## src/rtl/ddr_rx_deser.sv

```systemverilog
// DDR receive deserialiser: hunts for a sync sample on either lane, then packs
// payload samples in time order into 2*RATIO-sample words behind a valid/ready port.
module ddr_rx_deser #(
  parameter int unsigned           DATA_WIDTH   = 8,
  parameter int unsigned           RATIO        = 4,
  parameter logic [DATA_WIDTH-1:0] SYNC_PATTERN = DATA_WIDTH'(8'hA5),
  parameter int unsigned           OUT_WIDTH    = 2 * RATIO * DATA_WIDTH
) (
  input  logic                  clk,
  input  logic                  rst,
  input  logic                  in_valid,
  input  logic [DATA_WIDTH-1:0] rise_data,
  input  logic [DATA_WIDTH-1:0] fall_data,
  input  logic                  realign,
  output logic                  out_valid,
  input  logic                  out_ready,
  output logic [OUT_WIDTH-1:0]  out_data,
  output logic                  locked,
  output logic                  phase,
  output logic                  overflow
);

  localparam int unsigned NS = 2 * RATIO;
  localparam int unsigned CW = (NS > 1) ? $clog2(NS) : 1;

  typedef enum logic {
    S_HUNT   = 1'b0,
    S_LOCKED = 1'b1
  } state_e;

  state_e                 state_q, state_d;
  logic [CW-1:0]          cnt_q, cnt_d;
  logic [OUT_WIDTH-1:0]   asm_q, asm_d;
  logic [OUT_WIDTH-1:0]   odata_q, odata_d;
  logic                   ovalid_q, ovalid_d;
  logic                   phase_q, phase_d;
  logic                   ovf_q, ovf_d;

  logic [CW-1:0]          pos1_c;
  logic [OUT_WIDTH-1:0]   word_c;
  logic                   comp_c;
  logic                   hs_c;

  // State and datapath registers
  always_ff @(posedge clk) begin
    if (rst) begin
      state_q  <= S_HUNT;
      cnt_q    <= '0;
      asm_q    <= '0;
      odata_q  <= '0;
      ovalid_q <= 1'b0;
      phase_q  <= 1'b0;
      ovf_q    <= 1'b0;
    end else begin
      state_q  <= state_d;
      cnt_q    <= cnt_d;
      asm_q    <= asm_d;
      odata_q  <= odata_d;
      ovalid_q <= ovalid_d;
      phase_q  <= phase_d;
      ovf_q    <= ovf_d;
    end
  end

  // Next-state, assembly and output handshake logic
  always_comb begin
    state_d  = state_q;
    cnt_d    = cnt_q;
    asm_d    = asm_q;
    odata_d  = odata_q;
    ovalid_d = ovalid_q;
    phase_d  = phase_q;
    ovf_d    = ovf_q;
    comp_c   = 1'b0;
    hs_c     = ovalid_q && out_ready;
    pos1_c   = (cnt_q == CW'(NS - 1)) ? '0 : CW'(cnt_q + CW'(1));

    // Completed word sees the fall sample only if it does not wrap into the next word
    word_c = asm_q;
    word_c[32'(cnt_q) * DATA_WIDTH +: DATA_WIDTH] = rise_data;
    if (pos1_c != '0) begin
      word_c[32'(pos1_c) * DATA_WIDTH +: DATA_WIDTH] = fall_data;
    end

    if (realign) begin
      state_d = S_HUNT;
      cnt_d   = '0;
      asm_d   = '0;
      phase_d = 1'b0;
      ovf_d   = 1'b0;
    end else begin
      case (state_q)
        S_HUNT: begin
          if (in_valid) begin
            if (rise_data == SYNC_PATTERN) begin
              state_d                  = S_LOCKED;
              phase_d                  = 1'b1;
              asm_d[DATA_WIDTH-1:0]    = fall_data;
              cnt_d                    = CW'(1);
            end else if (fall_data == SYNC_PATTERN) begin
              state_d = S_LOCKED;
              phase_d = 1'b0;
              cnt_d   = '0;
            end
          end
        end
        S_LOCKED: begin
          if (in_valid) begin
            asm_d = word_c;
            asm_d[32'(pos1_c) * DATA_WIDTH +: DATA_WIDTH] = fall_data;
            comp_c = (cnt_q == CW'(NS - 1)) || (pos1_c == CW'(NS - 1));
            if (pos1_c == CW'(NS - 1)) begin
              cnt_d = '0;
            end else if (cnt_q == CW'(NS - 1)) begin
              cnt_d = CW'(1);
            end else begin
              cnt_d = CW'(cnt_q + CW'(2));
            end
          end
        end
        default: state_d = S_HUNT;
      endcase
    end

    if (comp_c) begin
      if (!ovalid_q || hs_c) begin
        odata_d  = word_c;
        ovalid_d = 1'b1;
      end else begin
        ovf_d = 1'b1;
      end
    end else if (hs_c) begin
      ovalid_d = 1'b0;
    end
  end

  assign out_valid = ovalid_q;
  assign out_data  = odata_q;
  assign locked    = (state_q == S_LOCKED);
  assign phase     = phase_q;
  assign overflow  = ovf_q;

endmodule
```

## config.mk

```make
export PLATFORM = sky130hd
export DESIGN_NAME = ddr_rx_deser
export DESIGN_NICKNAME = d
export VERILOG_FILES = /design/src/rtl/ddr_rx_deser.sv
export SDC_FILE = /design/constraint.sdc
export NUM_CORES = 1
export LEC_CHECK = 0
export ABC_CLOCK_PERIOD_IN_PS = 3600
export CAP_MARGIN = 10
export CORE_UTILIZATION = 35
export CTS_BUF_LIST = sky130_fd_sc_hd__clkbuf_4 sky130_fd_sc_hd__clkbuf_8
export DETAILED_ROUTE_END_ITERATION = 6
export SKIP_LAST_GASP = 1
export SLEW_MARGIN = 0
export SYNTH_ARGS = -nofsm -noshare
export SYNTH_HDL_FRONTEND = slang
export SYNTH_SLANG_ARGS = --single-unit
```

## constraint.sdc

```tcl
create_clock -name clk -period 3.6 [get_ports clk]
set_clock_uncertainty 0.05 [all_clocks]
set_input_delay 0.36 -clock clk [delete_from_list [all_inputs] [get_ports clk]]
set_output_delay 0.36 -clock clk [all_outputs]
set_load 0.01 [all_outputs]
```

==> out/qor.csv <==
metric,value,unit
Die ar.,19300,sq um
largest cells by area after synthesis,"dfxtp_1 (41%), o21ai_0 (8.4%), mux2i_1 (6.4%)",
Post-synth EDFFs,0,
first drt pass iteration count,7,
via density per instance,5.48,
Worst setup EP type,flop,
Core Region,18100,sq um
ys flop type,dfxtp_1,
vias in the first global route,5816,
failing checks,design-rule violations,
first-pass GRT wire length,32.6,mm
ys async rst share,0,%
Setup Viol. Count Final,0,
WP data required,3900,ps
TritonCTS clock tree,done,
"flops & latches, synth",135,
Synth top cells by count,"dfxtp_1 (135), nand2_1 (112), o21ai_0 (110), nor2_1 (62), a21oi_1 (50)",
Max Freq,0.303,GHz
"CTS clk-pin slew, worst paths",80,ps
Setup Buffers After CTS,0,
Leak,3.03,nW
status,"finished, violations left",
all-layer global routing usage,21.8,%
WL per Instance,18.4,um
Peak VDD IR,202,uV
Max-Cap Viols,0,
total power,0.00310,W
WS Path Type,reg -> reg,
syn nets,829,
RSZ-0062 raised after global routing,false,
Ports,89,
Clock Sinks,135,
syn avg cell area,8.22,sq um
num rows,49,
hold_buf cts,0,
DRC viols,6,
Port Buf Inserts,88,
Hold Path Class,reg -> reg,
Yosys top cell by area,dfxtp_1,
WP data arrival,3600,ps
via count,6097,
largest net degree at the start of global routing,53,
Synth top area share,41.2,%
GRT overflow,0,
fin area,8210,sq um
Initial Utilization,36.2,%
layout cell share with drive strength beyond 1,11.9,%
synthesized cell area,6570,sq um
initial antenna violation count,0,
hpwl dp,13.3,mm
Placed Instance Area,7750,sq um
Syn. warnings,0,
area growth from synthesis to layout,25.1,%
shortest period the worst path allows,3300,ps
DRC marker count from the first detailed-route iteration,525,
final setup margin,302,ps
DP Worst Slack,372,ps
Antenna Diode Count,0,
Max H-tree Level,4,
worst slew pin tran,1080,ps
DRT Wirelength,20.5,mm
Setup Total Neg Slack,0,ps
post-synthesis cell count,799,
Util after Layout,45.3,%
pwr/cell area,377,nW/um^2
endpoints failing hold,0,
fin nets,902,
worst-skew pair later-pin latency,460,ps
Resized cells post-CTS,0,
Final Cycle Share,91.6,%
width of the chip,139,um
GPL Wtd Cong,0.819,
CP Max Fanout,14,
root buffer cell,clkbuf_8,
relative slew slack,27.8,%
Fillers,1779,
most numerous cell in the Yosys netlist,dfxtp_1,
Die Y,139,um
total CTS buffers,17,
Startpoint Class,flop,
"Seq/Total Area, Yosys",41.2,%
Synth cell types,50,
"Slew Viols, Final",0,
Clock Path Buffers,2,
number of nets with antenna violations after routing,0,
==> report_power, final <==
part	internal, W	switching (W)
logic	0.0000455	0.0000961
registers	0.00149	0.000000130
clock network	0.000870	0.000594
total	0.00241	0.000691
==> area by class of cell <==
cell class	instances	area (sq um)	share of cell area [%]
flip-flops and latches	135	2700	32.9
repair buffers	127	1170	14.3
inverters	9	33.8	0.411
well taps	229	287	3.49
clock inverters	7	139	1.69
multi-input cells	582	3550	43.3
clock buffers	24	324	3.95
==> sequential cells by signal, summed over array words and instances, names as in the netlist <==
| signal | flops |
|---|---|
| overflow | 1 |
| cnt_q | 3 |
| asm_q | 64 |
| locked | 1 |
| out_data | 64 |
| phase | 1 |
| out_valid | 1 |
==> routing by layer <==
metal,GRT usage [%],share of wire [%],wire (um)
met5,0,0,0
met4,8.25,2.3,465
met1,30.0,47,9550
met2,33.4,45,9130
met3,4.39,6.7,1370
==> worst max-delay path: stages, from the launching register on <==
cell and delay [ps]:
dfxtp_1 330, ha_1 200, ha_1 250, or2_2 340, ha_1 210, ha_1 390
nor3b_1 520, nand2_1 420, o21a_1 290, a22oi_1 150, nor2_1 50
==> placed cells by master, fill, tap and decap left out, types with 6 or more instances in the layout <==
| master | count |
|---|---|
| clkdlybuf4s50_1 | 88 |
| nand2_1 | 112 |
| clkbuf_8 | 23 |
| a22o_1 | 41 |
| ha_1 | 9 |
| o21ai_0 | 110 |
| dfxtp_1 | 135 |
| or2_2 | 11 |
| a221oi_1 | 8 |
| mux2i_1 | 42 |
| mux2_2 | 10 |
| a21oi_1 | 49 |
| nor2_1 | 60 |
| inv_1 | 9 |
| nand3_1 | 38 |
| nand2b_1 | 10 |
| a32o_1 | 15 |
| buf_4 | 39 |
| nor2b_1 | 6 |
==> logic make-up after synthesis <==
group / Yosys count / synth area share, %
compound gates: 248 / 23.8
flops: 135 / 41.2
simple gates: 273 / 19.9
buf+inv: 82 / 5.35
mux: 52 / 8.12
fa+ha+maj: 9 / 1.71
==> through the flow <==
step,hold slack [ps],std cells
finish,402,1113
floorplan,369,799
detailed placement,388,1082
CTS,406,1113
global route,428,1113
global placement,380,1082
==> final timing paths <==
| check | from | cells past startpoint | slack (ps) | endpoint |
|---|---|---|---|---|
| worst max-delay path | cnt_q[0]$_SDFFE_PP0P_ | 10 | 300 | out_data[8]$_SDFFE_PP0P_ |
| worst min-delay path | asm_q[37]$_SDFFE_PP0P_ | 2 | 400 | asm_q[37]$_SDFFE_PP0P_ |
| worst max register to register | cnt_q[0]$_SDFFE_PP0P_ | 10 | 300 | out_data[8]$_SDFFE_PP0P_ |
| worst min register to register | asm_q[37]$_SDFFE_PP0P_ | 2 | 400 | asm_q[37]$_SDFFE_PP0P_ |
Power figures use the tool's default switching activity.
